### src/rtl/aoi222_gate_unit_pkg.sv
// Shared definitions for the AOI222 gate unit: term count, width defaults
// and the per-lane term-hit vector type.
package aoi_pkg;

   // Number of AND pairs feeding the inverting OR (A, B, C)
   localparam int AOI_TERMS = 3;

   // Default and legal lane counts for the vector wrapper
   localparam int AOI_WIDTH_DEFAULT = 1;
   localparam int AOI_WIDTH_MIN     = 1;
   localparam int AOI_WIDTH_MAX     = 64;

   // Per-lane term hits, packed as {C-hit, B-hit, A-hit}
   typedef logic [AOI_TERMS-1:0] term_hit_t;

endpackage

### src/rtl/aoi222_gate_unit_lane.sv
// Single-bit AOI222 cell: three AND pairs, ORed and inverted.
// Also exposes the individual pair hits so the wrapper can register them.
module aoi222_lane
   import aoi_pkg::*;
(
   input  logic      a1,
   input  logic      a2,
   input  logic      b1,
   input  logic      b2,
   input  logic      c1,
   input  logic      c2,
   output logic      zn,
   output term_hit_t hit
);

   // Pair hits are formed first; the output is low whenever any pair fires
   always_comb begin
      hit = {c1 & c2, b1 & b2, a1 & a2};
      zn  = ~(hit[0] | hit[1] | hit[2]);
   end

endmodule

### src/rtl/aoi222_gate_unit.sv
// WIDTH-lane bitwise AOI222 block with a purely combinational result and an
// enable-qualified registered copy (result, term hits and a sticky valid).
module aoi222_gate_unit
   import aoi_pkg::*;
#(
   parameter int WIDTH = AOI_WIDTH_DEFAULT
) (
   input  logic                       clk,
   input  logic                       rst_n,
   input  logic                       en,
   input  logic [WIDTH-1:0]           A1,
   input  logic [WIDTH-1:0]           A2,
   input  logic [WIDTH-1:0]           B1,
   input  logic [WIDTH-1:0]           B2,
   input  logic [WIDTH-1:0]           C1,
   input  logic [WIDTH-1:0]           C2,
   output logic [WIDTH-1:0]           ZN,
   output logic [WIDTH-1:0]           zn_q,
   output logic [AOI_TERMS*WIDTH-1:0] term_q,
   output logic                       valid_q
);

   term_hit_t                  lane_hit [WIDTH];
   logic [AOI_TERMS*WIDTH-1:0] term_comb;

   // One independent cell per lane; no cross-lane logic exists anywhere
   for (genvar i = 0; i < WIDTH; i++) begin : g_lane
      aoi222_lane u_lane (
         .a1  (A1[i]),
         .a2  (A2[i]),
         .b1  (B1[i]),
         .b2  (B2[i]),
         .c1  (C1[i]),
         .c2  (C2[i]),
         .zn  (ZN[i]),
         .hit (lane_hit[i])
      );
      assign term_comb[AOI_TERMS*i +: AOI_TERMS] = lane_hit[i];
   end

   // Capture result and term hits on enabled edges; reset to the all-zero-input
   // result (all ones) with no hits, and valid stays high once set until reset
   always_ff @(posedge clk or negedge rst_n) begin
      if (!rst_n) begin
         zn_q    <= '1;
         term_q  <= '0;
         valid_q <= 1'b0;
      end else if (en) begin
         zn_q    <= ZN;
         term_q  <= term_comb;
         valid_q <= 1'b1;
      end
   end

endmodule

### config.mk
export PLATFORM = sky130hd
export DESIGN_NAME = aoi222_gate_unit
export DESIGN_NICKNAME = d
export VERILOG_FILES = /design/src/rtl/aoi222_gate_unit_pkg.sv /design/src/rtl/aoi222_gate_unit_lane.sv /design/src/rtl/aoi222_gate_unit.sv
export SDC_FILE = /design/constraint.sdc
export NUM_CORES = 1
export LEC_CHECK = 0
export CAP_MARGIN = 10
export CORE_AREA = 4 4 41 43
export CTS_CLUSTER_SIZE = 24
export DETAILED_ROUTE_END_ITERATION = 10
export DIE_AREA = 0 0 45 47
export GPL_ROUTABILITY_DRIVEN = 1
export MAX_ROUTING_LAYER = met4
export SLEW_MARGIN = 20
export SYNTH_ARGS = -nofsm -noshare
export SYNTH_HDL_FRONTEND = slang
export SYNTH_SLANG_ARGS = --single-unit
### constraint.sdc
create_clock -name clk -period 0.8 [get_ports clk]
set_input_delay 0.08 -clock clk [delete_from_list [all_inputs] [get_ports clk]]
set_output_delay 0.08 -clock clk [all_outputs]
set_load 0.03 [all_outputs]
# [After elaboration in Yosys (flattened, before gate mapping)]
# Cells that the tools add are included.
[op_classes] n_bitwise=6
[op_table] cell="bitwise AND 1 bit" count=3
[op_table] cell="OR 1 bit" count=2
[op_table] cell="inverter 1 bit" count=1
[word_totals] input_bits=9 ff_bits=5

# [Logic depth before layout (Yosys ltp)]
[logic_depth] ltp_word=4 depth_mapped=2

# [Cells and area by module]
# A second synthesis with hierarchy kept.
[hier_totals] cells_unflattened=14 area_unflattened_um2=207.7
[by_module_without_submodules] module="aoi222_gate_unit" area_per_inst_um2=177.7 cells_per_inst=10 seq_area_each_um2=126.4 n_inst=1
[by_module_without_submodules] module="aoi222_lane" area_per_inst_um2=30.0 cells_per_inst=4 seq_area_each_um2=0.0 n_inst=1

# [Worst setup path before layout]
# No wires, ideal clock.
[synth_timing] path_kind="input-to-reg" startpoint="in A1" endpoint="reg zn_q" t_required_ns=0.735 setup_slack_ns=-0.576 stages=2 arrival_time_ns=1.311 path_cell_list="a222oi_1 > mux2_2"
[synth_between] elab_chain_cells=4
[synth_rtl] item="from (decl)" line="aoi222_gate_unit.sv:11" rtl="input logic [WIDTH-1:0] A1,"
[synth_rtl] item="bitwise AND 1 bit" line="aoi222_gate_unit_lane.sv:18" rtl="hit = {c1 & c2, b1 & b2, a1 & a2};"
[synth_rtl] item="OR 1 bit (2 in a row)" line="aoi222_gate_unit_lane.sv:19" rtl="zn = ~(hit[0] | hit[1] | hit[2]);"
[synth_rtl] item="inverter 1 bit" line="aoi222_gate_unit_lane.sv:19"
[synth_rtl] item="to (signal assigned)" line="aoi222_gate_unit.sv:45" rtl="zn_q <= '1;"
[synth_rtl] item="to (signal assigned)" line="aoi222_gate_unit.sv:49" rtl="zn_q <= ZN;"
[synth_rtl] item="to (decl)" line="aoi222_gate_unit.sv:18" rtl="output logic [WIDTH-1:0] zn_q,"
# Every way passes these cells.
# A chain may end at the register's enable or synchronous reset.

# [Worst setup path after layout]
[layout_timing] startpoint="reg zn_q" endpoint="out zn_q"
# No word-level cell between the ends.

==> results.py <==
metrics = {
    "floorplan": {
        "ios": 15,
        "die_height_um": 47,
        "die_w_um": 45,
        "dieArea_um2": 2120,
        "num_rows": 13,
        "initial_core_util_pct": 15.0,
        "core_area_um2": 1300,
    },
    "critical_path": {
        "worstSetupPathDepth": 1,
        "path_max_fanout": 2,
        "crit_type": "flip-flop to primary output",
        "critPathRequiredTime_ns": 0.72,
        "crit_path_start": "zn_q",
        "crit_family": "flip-flops",
        "crit_slowest_cell": "dfstp_2",
        "critical_path_arrival_ns": 0.89,
        "reg2reg_from": "valid_q",
        "r2r_cells": 2,
        "endpoint_kind": "primary output",
        "crit_path_max_incr_delay_ns": 0.53,
        "crit_chain": "buf_6",
        "path_buf_inv": 1,
        "start_kind": "flip-flop",
    },
    "drt": {
        "wl_met1_um": 264,
        "first_iter_violations": 5,
        "route.detailed.drc": 0,
        "routedWlPerCell_um": 10.8,
        "routed-via-count": 220,
        "vias_per_cell": 3.86,
        "routed_wl_um": 616,
        "route.met3.wl_um": 76,
        "met2WireLength_um": 265,
        "first_pass_iters": 4,
        "antenna_left": 0,
        "top_layer": "met4",
    },
    "sta": {
        "setup_slack_ns": -0.174,
        "rsz0062_at_grt": "yes",
        "fin_crit_sh_pct": 122,
        "tns_ns": -0.518,
        "finalCriticalPeriod_ns": 0.974,
        "whs_ns": 0.0636,
        "tightest_slew_ns": 0.372,
        "setup_viol": 8,
        "finalHoldViolCount": 0,
        "slew_viol_final": 0,
        "fmax_ghz": 1.03,
        "skew_ns": 0,
        "max_slew_margin_pct": 75.2,
    },
    "min_path": {
        "hold_class": "primary input to asynchronous set/reset pin",
    },
    "pwr": {
        "report.power.total_mw": 0.780,
        "p_leak_nw": 0.206,
        "peakVddDrop_uv": 474,
        "p_per_area_nw_per_um2": 1860,
    },
    "global_routing": {
        "grt-ovfl-total": 0,
        "grtUsageTotal_pct": 7.53,
        "grt_max_degree": 8,
        "grt_pass1_vias": 213,
        "grt_pass1_wl_um": 952,
        "antenna_found_initial": 0,
    },
    "cts": {
        "cts.clk_slew.worst_paths_ns": 0.04,
        "clockBufferDepth": 2,
        "clk_latency_ns": 0.24,
        "cts-buffers-inserted": 3,
        "cts.sinks": 5,
        "cts_tree": "built",
        "root_buffer": "clkbuf_4",
        "cts_htree_levels": 1,
    },
    "synth": {
        "synthMuxAreaShare_pct": 5.77,
        "synth_fa_ha_area_share_pct": 0,
        "synth_xor_xnor_area_share_pct": 0,
        "syn_avg_cell_area_um2": 11.5,
        "synth_compound_area_share_pct": 12.8,
        "ys_types": 8,
        "syn_inst": 17,
        "yosysSeqAreaShare_pct": 64.7,
        "yosysWarningCount": 0,
        "ys_seq_elements": 5,
        "synth_top_family_by_area": "compound AO/OA/AOI/OAI gates",
        "synth_area_um2": 195,
        "synthSimpleGateAreaFrac_pct": 10.9,
        "syn-num-nets": 26,
    },
    "finish": {
        "syn_to_final_growth_pct": 115,
        "fin_cells": 57,
        "antenna_cells": 0,
        "stdcell_area_um2": 419,
        "drive_above_1_share_pct": 61.9,
        "fin_util_pct": 32.2,
        "layout.nets": 52,
        "fillCellCount": 154,
    },
    "place": {
        "port_buffers": 14,
        "placed_cells": 48,
        "place_area_um2": 362,
        "gp_congestion": 0.658,
        "pre_cts_ws_ns": -0.449,
    },
    "job": {
        "maxCapViolations": 0,
    },
    "run_status": {
        "failed_checks": "setup timing",
        "status": "complete, but fails checks",
    },
}
cells in the mapped netlist (all sizes together):
cell type	instances	area share, %
nand3	3	7.7
a222oi	1	5.1
dfrtp	4	51
o21ai	3	7.7
mux2	1	5.8
dfstp	1	13
or2	1	3.2
inv	3	5.8
layout make-up:
type                       count  area (um2)  share of cell area (%)
sequential                     5         128                    30.4
tap                           15        18.8                    4.48
timing repair buffer          21         171                    40.9
multi-input combinational      9        63.8                    15.2
inverter                       3        11.3                    2.69
clock buffer                   4        26.3                    6.27
state kept, by name, summed over array words and instances, names as in the netlist:
name,flops
term_q,3
valid_q,1
zn_q,1
logic make-up after synthesis:
group | after synthesis
compound gates | 4
flops | 5
mux | 1
buf+inv | 3
simple gates | 4
power by group:
part / leakage, nW / internal [mW] / switching (mW)
combinational: 0.133 / 0.107 / 0.0931
clock: 0.0150 / 0.188 / 0.101
sequential: 0.0579 / 0.278 / 0.0129
total: 0.206 / 0.573 / 0.207
path summary, 6_finish.rpt:
check / endpoint / slack [ns]
setup / recovery: zn_q / -0.17
hold / removal: term_q[1] / 0.06
setup reg to reg: valid_q / -0.06
hold reg to reg: term_q[2] / 0.54
max in group asynchronous: zn_q / 0.48
min in group clk: term_q[0] / 0.09
placed cells by master (no fill, tap or decap), types with 3 or more instances in the layout:
cell | Yosys | layout
clkbuf_4 | 0 | 3
buf_2 | 0 | 5
dfrtp_1 | 4 | 3
o21ai_0 | 3 | 3
buf_6 | 0 | 6
nand3_1 | 3 | 3
inv_1 | 3 | 3
buf_4 | 0 | 8
layer usage:
layer	up-vias	global-route usage, %
met3	2	3.45
met2	13	9.32
met5	-	-
met1	96	7.36
li1	109	-
met4	0	10.5
what timing repair did:
item,4_1_cts,5_1_grt
endpoints found under the setup margin,8,7
setup buffers,4,2
pin swaps,1,1
hold buffers,0,0
resized for setup,31,0
(Power assumes the default switching activity.)
